**src/rtl/capture_ctrl.sv**
```systemverilog
// Trigger-based capture sequencer: fills a dual-port RAM as a circular buffer,
// stops a programmed number of samples after a trigger, then streams the window out.
module capture_ctrl #(
    parameter int unsigned DATAWIDTH = 9,
    parameter int unsigned ADDRWIDTH = 9
) (
    input  logic                 clk_i,
    input  logic                 reset_i,
    input  logic                 arm_i,
    input  logic [ADDRWIDTH-1:0] post_count_i,
    input  logic [DATAWIDTH-1:0] sample_data_i,
    input  logic                 sample_valid_i,
    input  logic                 trigger_i,
    input  logic                 rd_start_i,
    output logic [DATAWIDTH-1:0] rd_data_o,
    output logic                 rd_valid_o,
    output logic                 rd_last_o,
    output logic                 busy_o,
    output logic                 done_o,
    output logic [ADDRWIDTH-1:0] trig_addr_o,
    output logic [ADDRWIDTH:0]   fill_o,
    output logic [DATAWIDTH-1:0] ram_wr_data_o,
    output logic [ADDRWIDTH-1:0] ram_wr_addr_o,
    output logic                 ram_we_o,
    output logic [ADDRWIDTH-1:0] ram_rd_addr_o,
    input  logic [DATAWIDTH-1:0] ram_rd_data_i
);

    localparam logic [ADDRWIDTH:0] FillMax = {1'b1, {ADDRWIDTH{1'b0}}};

    typedef enum logic [2:0] {
        StIdle,
        StArmed,
        StPost,
        StDone,
        StRead
    } state_e;

    state_e               state_q, state_d;
    logic [ADDRWIDTH-1:0] wr_ptr_q, wr_ptr_d;
    logic [ADDRWIDTH:0]   fill_q, fill_d;
    logic [ADDRWIDTH-1:0] post_left_q, post_left_d;
    logic [ADDRWIDTH-1:0] trig_addr_q, trig_addr_d;
    logic [ADDRWIDTH-1:0] rd_ptr_q, rd_ptr_d;
    logic [ADDRWIDTH:0]   rd_cnt_q, rd_cnt_d;
    logic                 rd_valid_q, rd_valid_d;
    logic                 rd_last_q, rd_last_d;
    logic                 wr_en;

    always_comb begin
        state_d     = state_q;
        wr_ptr_d    = wr_ptr_q;
        fill_d      = fill_q;
        post_left_d = post_left_q;
        trig_addr_d = trig_addr_q;
        rd_ptr_d    = rd_ptr_q;
        rd_cnt_d    = rd_cnt_q;
        rd_valid_d  = 1'b0;
        rd_last_d   = 1'b0;
        wr_en       = 1'b0;

        if (arm_i) begin
            // Restart from any state; the same-cycle sample, trigger and rd_start are dropped.
            state_d     = StArmed;
            wr_ptr_d    = '0;
            fill_d      = '0;
            post_left_d = post_count_i;
            rd_ptr_d    = '0;
            rd_cnt_d    = '0;
        end else begin
            unique case (state_q)
                StIdle: begin
                end
                StArmed: begin
                    if (sample_valid_i) begin
                        wr_en = 1'b1;
                        if (trigger_i) begin
                            trig_addr_d = wr_ptr_q;
                            state_d     = (post_left_q == '0) ? StDone : StPost;
                        end
                    end
                end
                StPost: begin
                    if (sample_valid_i) begin
                        wr_en       = 1'b1;
                        post_left_d = post_left_q - ADDRWIDTH'(1);
                        if (post_left_q == ADDRWIDTH'(1)) begin
                            state_d = StDone;
                        end
                    end
                end
                StDone: begin
                    if (rd_start_i) begin
                        // Oldest word sits fill entries behind the write pointer.
                        rd_ptr_d = wr_ptr_q - fill_q[ADDRWIDTH-1:0];
                        rd_cnt_d = fill_q;
                        state_d  = StRead;
                    end
                end
                StRead: begin
                    if (rd_cnt_q != '0) begin
                        rd_valid_d = 1'b1;
                        rd_last_d  = (rd_cnt_q == (ADDRWIDTH + 1)'(1));
                        rd_ptr_d   = rd_ptr_q + ADDRWIDTH'(1);
                        rd_cnt_d   = rd_cnt_q - (ADDRWIDTH + 1)'(1);
                    end
                    if (rd_cnt_q <= (ADDRWIDTH + 1)'(1)) begin
                        state_d = StIdle;
                    end
                end
                default: begin
                    state_d = StIdle;
                end
            endcase
        end

        if (wr_en) begin
            wr_ptr_d = wr_ptr_q + ADDRWIDTH'(1);
            if (fill_q != FillMax) begin
                fill_d = fill_q + (ADDRWIDTH + 1)'(1);
            end
        end
    end

    always_ff @(posedge clk_i or posedge reset_i) begin
        if (reset_i) begin
            state_q     <= StIdle;
            wr_ptr_q    <= '0;
            fill_q      <= '0;
            post_left_q <= '0;
            trig_addr_q <= '0;
            rd_ptr_q    <= '0;
            rd_cnt_q    <= '0;
            rd_valid_q  <= 1'b0;
            rd_last_q   <= 1'b0;
        end else begin
            state_q     <= state_d;
            wr_ptr_q    <= wr_ptr_d;
            fill_q      <= fill_d;
            post_left_q <= post_left_d;
            trig_addr_q <= trig_addr_d;
            rd_ptr_q    <= rd_ptr_d;
            rd_cnt_q    <= rd_cnt_d;
            rd_valid_q  <= rd_valid_d;
            rd_last_q   <= rd_last_d;
        end
    end

    // rd_valid/rd_last trail the issued address by the RAM's one-cycle read latency.
    assign rd_data_o     = ram_rd_data_i;
    assign rd_valid_o    = rd_valid_q;
    assign rd_last_o     = rd_last_q;
    assign busy_o        = (state_q == StArmed) || (state_q == StPost);
    assign done_o        = (state_q == StDone);
    assign trig_addr_o   = trig_addr_q;
    assign fill_o        = fill_q;
    assign ram_we_o      = wr_en;
    assign ram_wr_addr_o = wr_ptr_q;
    assign ram_wr_data_o = wr_en ? sample_data_i : '0;
    assign ram_rd_addr_o = rd_ptr_q;

endmodule

```
**config.mk**
```make
export PLATFORM = sky130hd
export DESIGN_NAME = capture_ctrl
export DESIGN_NICKNAME = d
export VERILOG_FILES = /design/src/rtl/capture_ctrl.sv
export SDC_FILE = /design/constraint.sdc
export NUM_CORES = 1
export LEC_CHECK = 0
export ABC_CLOCK_PERIOD_IN_PS = 3400
export BUFFER_PORTS_ARGS = -buffer_cell sky130_fd_sc_hd__buf_2
export CORE_ASPECT_RATIO = 0.75
export CORE_MARGIN = 2
export CORE_UTILIZATION = 30
export DETAILED_ROUTE_END_ITERATION = 10
export SYNTH_ARGS = -nofsm -noshare
export SYNTH_HDL_FRONTEND = slang
export SYNTH_SLANG_ARGS = --single-unit
```
**constraint.sdc**
```tcl
create_clock -name clk_i -period 3.4 [get_ports clk_i]
set_input_delay 0.34 -clock clk_i [delete_from_list [all_inputs] [get_ports clk_i]]
set_output_delay 0.34 -clock clk_i [all_outputs]
set_load 0.05 [all_outputs]
```
# Word level (Yosys, flattened, before mapping)
# Index checks and enable logic that the tools add are counted.
totals:
  regBits: 61
  input_bits: 33
  elab_cells: 80
classes:
  n_addsub: 6
  order_cmp: 1
  n_eq_ne: 15
  n_mux: 35
  bitwise: 1
  n_reduce_logical: 13
op_table:
  columns: ["cell", "count"]
  rows:
  - ["9-bit 2-to-1 mux", 9]
  - ["10-bit 2-to-1 mux", 6]
  - ["3-bit 2-to-1 mux", 7]
  - ["3-bit inequality test (second input constant)", 7]
  - ["10-bit one-hot mux with 2 select lines", 1]
  - ["9-bit by 1-bit adder with 9-bit output (second input constant)", 2]
  - ["9-bit one-hot mux with 2 select lines", 1]
  - ["3-bit one-hot mux with 5 select lines", 1]
  - ["10-bit by 1-bit adder with 10-bit output (second input constant)", 1]
  - ["10-bit by 1-bit == test with 1-bit output (second input constant)", 1]
  - ["10-bit by 1-bit <= comparator with 1-bit output (second input constant)", 1]
  - ["1-bit 2-to-1 mux", 10]
  - ["10-bit inequality test (second input constant)", 1]
  - ["10-bit nonzero test", 1]
  - ["10-bit by 1-bit subtractor with 10-bit output (second input constant)", 1]
  - ["9-bit by 1-bit == test with 1-bit output (second input constant)", 1]
  - ["9-bit logical NOT", 1]
  - ["9-bit by 1-bit subtractor with 9-bit output (second input constant)", 1]
  - ["9-bit subtractor", 1]
  - ["7-bit AND reduction", 1]
  - ["3-bit by 2-bit == test with 1-bit output (second input constant)", 2]
  - ["2-bit nonzero test", 3]
  - ["4-bit AND reduction", 1]
  - ["3-bit by 1-bit == test with 1-bit output (second input constant)", 1]
  - ["other kinds (9)", 9]

# Longest topological paths before layout
# Gate-level depths: netlist of the first run.
depth:
  depth_word: 6
  mapped_depth: 9
  mapped_depth_nobuf: 9

# Least setup slack after synthesis of the first run
# OpenSTA, ideal clock, no wires.
synth_timing:
  path_type: "register -> output"
  startpoint: "reg state_q[2]"
  endpoint: "out ram_wr_data_o[0]"
  arrival_time_ns: 2.157
  slack_ns: 0.903
  stages_incl_launch_ff: 7
  n_path_buf: 3
  path_cell_list: "dfrtp_1 clkbuf_1 nor2_1 and3_1 clkbuf_1 clkbuf_1 and2_1"
synth_via:
  elab_chain_cells: 5
  word_cells_on_any_way: 6
synth_rtl:
  columns: ["item", "line", "rtl"]
  rows:
  - ["start: declaration", "39", "state_e state_q, state_d;"]
  - ["start signal: assignment", "127", "state_q <= StIdle;"]
  - ["start signal: assignment", "137", "state_q <= state_d;"]
  - ["3-bit by 1-bit == test with 1-bit output or 3-bit by 2-bit == test with 1-bit output (tied branches)", "71", "unique case (state_q)"]
  - ["2-bit OR reduction (no line) (*)", null, null]
  - ["1-bit 2-to-1 mux (*)", null, null]
  - ["1-bit 2-to-1 mux (*)", "62", "if (arm_i) begin"]
  - ["via ram_we_o", "24", "output logic ram_we_o,"]
  - ["9-bit 2-to-1 mux (*)", "159", "assign ram_wr_data_o = wr_en ? sample_data_i : '0;"]
  - ["end: declaration", "22", "output logic [DATAWIDTH-1:0] ram_wr_data_o,"]
# Mark *: on every way through the listed nets, which the timed path passes. The rest lies on a longest branch.

# Final worst setup path of the first run
layout_timing:
  startpoint: "reg rd_cnt_q[0]"
  endpoint: "reg rd_ptr_q[8] (netlist: ram_rd_addr_o[8])"
layout_via:
  elab_chain_cells: 3
layout_rtl:
  columns: ["item", "line", "rtl"]
  rows:
  - ["start: declaration", "45", "logic [ADDRWIDTH:0] rd_cnt_q, rd_cnt_d;"]
  - ["start signal: assignment", "143", "rd_cnt_q <= rd_cnt_d;"]
  - ["10-bit nonzero test", "101", "if (rd_cnt_q != '0) begin"]
  - ["3-bit inequality test (no line)", null, null]
  - ["3-bit AND reduction (no line)", null, null]
  - ["end signal: assignment", "142", "rd_ptr_q <= rd_ptr_d;"]
  - ["end: declaration", "44", "logic [ADDRWIDTH-1:0] rd_ptr_q, rd_ptr_d;"]
# No other way between the ends.
# A chain may end at the register's enable or synchronous reset.

==> flow_summary.json, run 1 <==
{
  "tns_ns": 0,
  "hold_path.class": "in2async",
  "grt_max_degree": 45,
  "drt_first_pass_iters": 7,
  "dp_slack_ns": 0.7923,
  "ys_types": 58,
  "grt.total_usage": 0.1642,
  "cts.sinks": 61,
  "synth_area_leaders": "dfrtp_1 (39%), ha_1 (5.4%), o21ai_0 (3.8%)",
  "drt_iter0_markers": 282,
  "hold_viol": 0,
  "overflow": 0,
  "num_rows": 36,
  "setup_slack_ns": 0.7530,
  "grt_pass1_wl_mm": 17.67,
  "ant_nets": 0,
  "drcViolationCount": 0,
  "ys_async_sr_fraction": 1.000,
  "maxSlewViolCount": 0,
  "status": "completed",
  "fin_util": 0.3638,
  "yosysTopAreaCell": "dfrtp_1",
  "placed_cells": 657,
  "dieArea_um2": 13970,
  "fp.coreArea_um2": 12840,
  "fin_area_um2": 4671,
  "skew_ns": 0.008692,
  "grt_pass1_vias": 3348,
  "drt-total-wl_mm": 10.92,
  "cts_buffer_depth": 2,
  "die_h_um": 102.9,
  "antennaDiodeCount": 0,
  "syn-num-nets": 490,
  "timing_worst_setup_path_type": "reg2reg",
  "arrival_ns": 2.90,
  "fin_cells": 672,
  "tritoncts": "yes",
  "io_pins": 93,
  "synth-edff-count": 0,
  "cts-root-buf": "clkbuf_16",
  "via_per_inst": 5.241,
  "fmax_ghz": 0.3778,
  "ys_ff_latch": 61,
  "p_leak_nw": 2.152,
  "dp_hpwl_mm": 7.722,
  "power.density_nw_per_um2": 624.7,
  "vias": 3522,
  "die_w_um": 135.8,
  "cts_setup_buffers": 0,
  "end_kind": "register",
  "ys.flop_type": "dfrtp_1",
  "rr_worst_depth": 7,
  "post-synth-top-count-cell": "dfrtp_1",
  "routedWlPerCell_um": 16.25,
  "yosysTopAreaCellShare": 0.3905,
  "cts-buffers-inserted": 9,
  "fin_crit_ns": 2.647,
  "antenna_found_initial": 0,
  "area_delta_synth_final_pct": 19.49,
  "cap_violations": 0,
  "netlist_area_um2": 3909,
  "cts_resized": 0,
  "r2r_end": "ram_rd_addr_o[8]$_DFFE_PP0P_",
  "start_kind": "register",
  "synth_area_per_cell_um2": 8.904,
  "finalPower_mw": 2.918,
  "placed_area_um2": 4377,
  "layout-drive-gt1-share": 0.2196,
  "path_clk_slew_ns": 0.05,
  "fin_nets": 548,
  "initial_utilization": 0.3045,
  "rrSetupSlack_ns": 0.75,
  "port_buffers": 74,
  "globalplace.congestion": 0.8838,
  "setup-violations-final": 0,
  "timing.rr.start": "rd_cnt_q[0]$_DFFE_PP0P_",
  "slew_headroom": 0.4658,
  "tightest_slew_ns": 0.7994,
  "hold_slack_ns": 0.0006393,
  "grt_setup_unrepaired": "no",
  "crit_path_max_fanout": 23,
  "clk_latency_ns": 0.34,
  "period_share": 0.7785,
  "yosysSeqAreaShare": 0.3905,
  "worstPathRequired_ns": 3.66,
  "vdd_drop_max_mv": 0.3070,
  "ctsHoldBuffers": 0,
  "cts_max_level": 3,
  "synthCells": 439,
  "synthTopCellsByCount": "dfrtp_1 (61), nand2_1 (39), nor2_1 (36), o21ai_0 (30)",
  "yosysWarnings": 0
}
## critical path, stage by stage, from the launching register on
cell and delay, ns:
dfrtp_1 0.41, inv_1 0.09, ha_1 0.25, or3b_2 0.51, o31ai_1 0.26, nand2_1 0.54, a211o_1 0.43, o211ai_1 0.09
## worst max-delay path by stage
stage                                              end                        from  slack [ns]
final                     ram_rd_addr_o[8]$_DFFE_PP0P_     rd_cnt_q[0]$_DFFE_PP0P_        0.75
after global routing                  ram_wr_data_o[6]      state_q[1]$_DFFE_PP0P_        0.57
after CTS                             ram_wr_data_o[6]      state_q[1]$_DFFE_PP0P_        0.77
after detailed placement    trig_addr_o[5]$_DFFE_PP0P_  post_left_q[4]$_DFFE_PP0P_        0.79
after global placement      trig_addr_o[0]$_DFFE_PP0P_  post_left_q[4]$_DFFE_PP0P_        0.86
after floorplan                       ram_wr_data_o[0]      state_q[2]$_DFFE_PP0P_        0.90
## sequential cells by signal, indices dropped and copies added (netlist names)
| register | flops |
|---|---|
| ram_wr_addr_o | 9 |
| fill_o | 10 |
| rd_valid_o | 1 |
| post_left_q | 9 |
| ram_rd_addr_o | 9 |
| state_q | 3 |
| rd_last_o | 1 |
| rd_cnt_q | 10 |
| trig_addr_o | 9 |
## layer usage
metal	track usage	vias up	part of all wire
met4	0.05288	0	0.0084
met2	0.2382	133	0.44
met1	0.2315	1698	0.48
met5	0	-	0
met3	0.05359	10	0.080
li1	-	1681	-
## cell usage in the layout, fill, tap and decap left out, drive strengths merged, types with 5 or more instances in the layout
cell type | netlist | layout
a21oi | 23 | 23
xor2 | 10 | 10
nand2b | 5 | 5
and2 | 11 | 11
and3 | 8 | 8
or4 | 5 | 5
dfrtp | 61 | 61
nand3 | 15 | 15
nand4 | 11 | 11
o211ai | 5 | 5
nor4 | 8 | 8
o21ai | 30 | 30
nor3 | 9 | 9
mux2 | 10 | 10
ha | 17 | 17
nand2 | 39 | 39
inv | 23 | 23
or3 | 7 | 7
xnor2 | 15 | 15
nor2 | 36 | 36
buf | 11 | 78
clkbuf | 20 | 14
## final cells by class
| type | instances | area [um^2] |
|---|---|---|
| Inverter | 23 | 86.33 |
| Fill cell | 1320 | 8167 |
| Timing Repair Buffer | 78 | 400.4 |
| Sequential cell | 61 | 1526 |
| Multi-Input combinational cell | 324 | 2150 |
| Clock inverter | 1 | 30.03 |
| Tap cell | 171 | 214.0 |
| Clock buffer | 14 | 264.0 |
## logic make-up (layout without fill, tap and decap cells)
logic type	Yosys count	after routing	synth area share
buffers and inverters	54	116	0.06081
AND/OR/NAND/NOR	173	173	0.2398
XOR/XNOR	25	25	0.05602
adder cells (fa/ha/maj)	18	18	0.05954
multiplexers	13	13	0.03649
AO/OA/AOI/OAI	95	95	0.1569
flip-flops	61	61	0.3905
## power by group
part,internal [mW],total [mW],switching [mW]
logic,0.339,1.05,0.714
registers,0.799,0.939,0.140
clock network,0.604,0.926,0.322
No activity file was read; power rests on OpenSTA's default activity.
==> inputs of run 2 (changes only) <==
ABC_CLOCK_PERIOD_IN_PS = 2800   (was 3400)
clock period = 2.8 ns   (was 3.4 ns; I/O delays follow)
==> flow_summary.json, run 2 (synthesis results as in run 1) <==
{
  "grt_setup_unrepaired": "no",
  "placed_cells": 661,
  "switching_share": 0.4069,
  "hold_path.class": "in2async",
  "grt_pass1_wl_mm": 17.83,
  "hold_viol": 0,
  "tritoncts": "yes",
  "cts_buffer_depth": 2,
  "slew_headroom": 0.5223,
  "cts_setup_buffers": 0,
  "skew_ns": 0.006341,
  "tightest_slew_ns": 0.7155,
  "drt_iter0_markers": 238,
  "fin_nets": 552,
  "globalplace.congestion": 0.8538,
  "fin_cells": 677,
  "ctsHoldBuffers": 0,
  "timing.rr.start": "rd_cnt_q[0]$_DFFE_PP0P_",
  "area_delta_synth_final_pct": 20.58,
  "die_h_um": 102.9,
  "vdd_drop_max_mv": 0.3437,
  "tns_ns": 0,
  "setup_slack_ns": 0.1775,
  "worstPathRequired_ns": 2.52,
  "layout_commonest_cell": "buf_2",
  "crit_path_max_fanout": 18,
  "num_rows": 36,
  "drcViolationCount": 0,
  "routedWlPerCell_um": 16.09,
  "drt_first_pass_iters": 4,
  "layout_common_cells": "buf_2 (74), dfrtp_1 (61), nand2_1 (39), nor2_1 (36), o21ai_0 (30)",
  "io_pins": 93,
  "via_per_inst": 5.111,
  "drt-total-wl_mm": 10.89,
  "dp_hpwl_mm": 7.873,
  "maxSlewViolCount": 0,
  "fillCellCount": 1332,
  "worstSetupEndpoint": "ram_wr_data_o[6]",
  "path_clk_slew_ns": 0.05,
  "hold_slack_ns": 0.05875,
  "power_switching_mw": 1.443,
  "dieArea_um2": 13970,
  "clkPwrFrac": 0.312,
  "startpoint": "state_q[1]$_DFFE_PP0P_",
  "cts_resized": 0,
  "layout-drive-gt1-share": 0.2292,
  "finalPower_mw": 3.546,
  "worstSetupPathDepth": 4,
  "vias": 3460,
  "antenna_found_initial": 0,
  "period_share": 0.9366,
  "grt_max_degree": 62,
  "r2r_end": "rd_cnt_q[4]$_DFFE_PP0P_",
  "status": "completed",
  "setup-violations-final": 0,
  "path_buf_inv": 1,
  "die_w_um": 135.8,
  "port_buffers": 74,
  "cap_violations": 0,
  "initial_utilization": 0.3045,
  "overflow": 0,
  "fp.coreArea_um2": 12840,
  "timing_worst_setup_path_type": "reg2out",
  "critical_path.cell_chain": "xor2_1 -> and3_1 -> and2_1 -> buf_2",
  "p_int_mw": 2.103,
  "p_leak_nw": 2.177,
  "start_kind": "register",
  "cp_top_family": "simple AND/OR/NAND/NOR gates",
  "slowest_delay_ns": 0.61,
  "grt_pass1_vias": 3395,
  "cts_max_level": 3,
  "grt.total_usage": 0.1653,
  "end_kind": "primary output",
  "cts-root-buf": "clkbuf_16",
  "cts-buffers-inserted": 9,
  "power.density_nw_per_um2": 752.4,
  "pwr-share-seq": 0.321,
  "clk_latency_ns": 0.33,
  "fmax_ghz": 0.3813,
  "fin_crit_ns": 2.622,
  "antennaDiodeCount": 0,
  "cts.sinks": 61,
  "arrival_ns": 2.34,
  "rrSetupSlack_ns": 0.38,
  "rr_worst_depth": 7,
  "dp_slack_ns": 0.4085,
  "ant_nets": 0,
  "p_comb_frac": 0.367,
  "critical-path-slowest-cell": "and3_1"
}
[run 2: cell types whose count changed in the layout (fill, tap and decap cells not counted)]
cell | before | now
buf_12 | 0 | 1
buf_4 | 4 | 7
clkbuf_1 | 3 | 2
clkbuf_8 | 2 | 1
clkinv_2 | 0 | 2
clkinvlp_4 | 0 | 1
[run 2: layout make-up]
cell class	instances	area, um^2	share of cell area
multi-input cells	324	2150	0.4561
clock inverters	4	47.55	0.01009
inverters	23	86.33	0.01832
flip-flops and latches	61	1526	0.3239
repair buffers	82	442.9	0.09397
well taps	171	214.0	0.04539
clock buffers	12	246.5	0.05230
[run 2: power by group through the flow]
stage                     Sequential, mW  Clock, mW  Combinational [mW]
after floorplan                     1.26          0               0.871
after global placement              1.15          0                1.29
after detailed placement            1.15          0                1.30
after CTS                           1.14       1.14                1.31
after global routing                1.16       1.18                1.42
final                               1.14       1.11                1.30
[run 2: how the worst min path moves through the flow]
stage	startpoint	endpoint	slack (ns)	depth (start not counted)
after detailed placement	reset_i	fill_o[9]$_DFF_PP0_	0.44	2
after floorplan	arm_i	rd_valid_o$_DFF_PP0_	0.39	1
final	reset_i	fill_o[5]$_DFF_PP0_	0.06	2
after global routing	reset_i	fill_o[5]$_DFF_PP0_	0.12	2
after CTS	reset_i	fill_o[5]$_DFF_PP0_	0.08	2
after global placement	reset_i	fill_o[5]$_DFF_PP0_	0.43	2
[run 2: metal layers]
metal / up-vias / part of all wire / wire (um) / GRT usage
met5: - / 0 / 0 / 0
met3: 14 / 0.074 / 808 / 0.06146
met1: 1640 / 0.50 / 5396 / 0.2317
met2: 116 / 0.42 / 4573 / 0.2440
met4: 0 / 0.010 / 112 / 0.03606
li1: 1690 / - / - / -
[run 2: through the flow]
step | utilization | area, um^2
floorplan | - | 3909
global placement | 0.3443 | 4419
detailed placement | 0.3443 | 4419
CTS | 0.3672 | 4713
global route | 0.3672 | 4713
finish | 0.3672 | 4713
==> inputs of run 3 (changes only) <==
CTS_BUF_LIST = sky130_fd_sc_hd__clkbuf_16   (was default)
==> flow_summary.json, run 3 (synthesis results as in run 1) <==
{
  "setup-violations-final": 0,
  "setup_slack_ns": 0.2039,
  "antennaDiodeCount": 0,
  "worstPathRequired_ns": 2.52,
  "slew_headroom": 0.5270,
  "fp.coreArea_um2": 12840,
  "cap_violations": 0,
  "grt_max_degree": 62,
  "die_h_um": 102.9,
  "layout_common_cells": "buf_2 (74), dfrtp_1 (61), nand2_1 (39), nor2_1 (36), o21ai_0 (30)",
  "initial_utilization": 0.3045,
  "fmax_ghz": 0.3852,
  "skew_ns": 0.006227,
  "fin_util": 0.3664,
  "globalplace.congestion": 0.8538,
  "drt_first_pass_iters": 4,
  "hold_viol": 0,
  "path_clk_slew_ns": 0.06,
  "dieArea_um2": 13970,
  "tritoncts": "yes",
  "layout_commonest_cell": "buf_2",
  "rr_worst_depth": 7,
  "power.density_nw_per_um2": 746.6,
  "cts_buffer_depth": 2,
  "status": "completed",
  "area_delta_synth_final_pct": 20.33,
  "cts_resized": 0,
  "clk_latency_ns": 0.33,
  "grt_setup_unrepaired": "no",
  "overflow": 0,
  "drt-total-wl_mm": 10.89,
  "dp_slack_ns": 0.4085,
  "p_leak_nw": 2.180,
  "placed_area_um2": 4419,
  "drt_iter0_markers": 269,
  "crit_path_max_fanout": 18,
  "timing_worst_setup_path_type": "reg2out",
  "fin_crit_ns": 2.596,
  "grt_pass1_vias": 3386,
  "via_per_inst": 5.145,
  "vias": 3483,
  "routedWlPerCell_um": 16.08,
  "end_kind": "primary output",
  "fin_area_um2": 4703,
  "ant_nets": 0,
  "start_kind": "register",
  "ctsHoldBuffers": 0,
  "maxSlewViolCount": 0,
  "tightest_slew_ns": 0.7085,
  "io_pins": 93,
  "cts_max_level": 3,
  "cts_setup_buffers": 0,
  "cts.sinks": 61,
  "tns_ns": 0,
  "hold_path.class": "in2async",
  "num_rows": 36,
  "fin_nets": 552,
  "cts-root-buf": "clkbuf_16",
  "antenna_found_initial": 0,
  "grt_pass1_wl_mm": 17.82,
  "cts-buffers-inserted": 9,
  "drcViolationCount": 0,
  "die_w_um": 135.8,
  "fillCellCount": 1333,
  "layout-drive-gt1-share": 0.2273,
  "dp_hpwl_mm": 7.873,
  "vdd_drop_max_mv": 0.3433,
  "grt.total_usage": 0.1652,
  "arrival_ns": 2.32,
  "port_buffers": 74,
  "period_share": 0.9272
}
==> run 3: cell types whose count changed in the layout (fill, tap and decap cells not counted) <==
cell,delta
clkbuf_1,-2
clkbuf_8,-1
inv_1,+2
clkinv_1,+1
==> run 3: worst max-delay path, stage by stage, from the launching register on <==
cell and delay, ns:
dfrtp_1 0.60, xor2_1 0.30, and3_1 0.59, and2_1 0.22, buf_2 0.26
==> run 3: final cells by class <==
class | count | area (um^2) | share of cell area
clock buffer | 9 | 225.2 | 0.04789
timing repair buffer | 82 | 442.9 | 0.09417
tap | 171 | 214.0 | 0.04549
inverter | 23 | 86.33 | 0.01836
sequential | 61 | 1526 | 0.3246
multi-input combinational | 324 | 2150 | 0.4570
clock inverter | 7 | 58.81 | 0.01250
==> run 3: path summary, 6_finish.rpt <==
kind                                             from                    endpoint  slack [ns]
min                                           reset_i         fill_o[5]$_DFF_PP0_        0.05
min in group clk_i                    post_count_i[5]  post_left_q[5]$_DFFE_PP0P_        0.17
max reg2reg                   rd_cnt_q[0]$_DFFE_PP0P_     rd_cnt_q[4]$_DFFE_PP0P_        0.38
max                            state_q[1]$_DFFE_PP0P_            ram_wr_data_o[6]        0.20
min reg2reg                trig_addr_o[2]$_DFFE_PP0P_  trig_addr_o[2]$_DFFE_PP0P_        0.50
max in group asynchronous                     reset_i  post_left_q[0]$_DFFE_PP0P_        2.13
==> run 3: metrics by stage <==
| stage | cells | hold WS [ns] | total power [mW] |
|---|---|---|---|
| 2_1_floorplan | 439 | 0.3871 | 2.129 |
| 3_3_place_gp | 661 | 0.4281 | 2.441 |
| 3_5_place_dp | 661 | 0.4424 | 2.453 |
| 4_1_cts | 677 | 0.07836 | 3.550 |
| 5_1_grt | 677 | 0.1233 | 3.725 |
| 6_report | 677 | 0.05472 | 3.511 |
==> run 3: per-layer routing <==
| metal | wire [um] | share of wire | vias up | GRT usage |
|---|---|---|---|---|
| li1 | - | - | 1695 | - |
| met1 | 5286 | 0.49 | 1646 | 0.2326 |
| met2 | 4547 | 0.42 | 129 | 0.2448 |
| met3 | 946 | 0.087 | 13 | 0.05949 |
| met4 | 108 | 0.0099 | 0 | 0.03446 |
| met5 | 0 | 0 | - | 0 |
==> run 3: power by group <==
part           leakage, nW  total (mW)  switching [mW]  internal [mW]
registers            0.827        1.14           0.169          0.970
logic                 1.21        1.30           0.878          0.423
clock network        0.145        1.07           0.396          0.675
total                 2.18        3.51            1.44           2.07
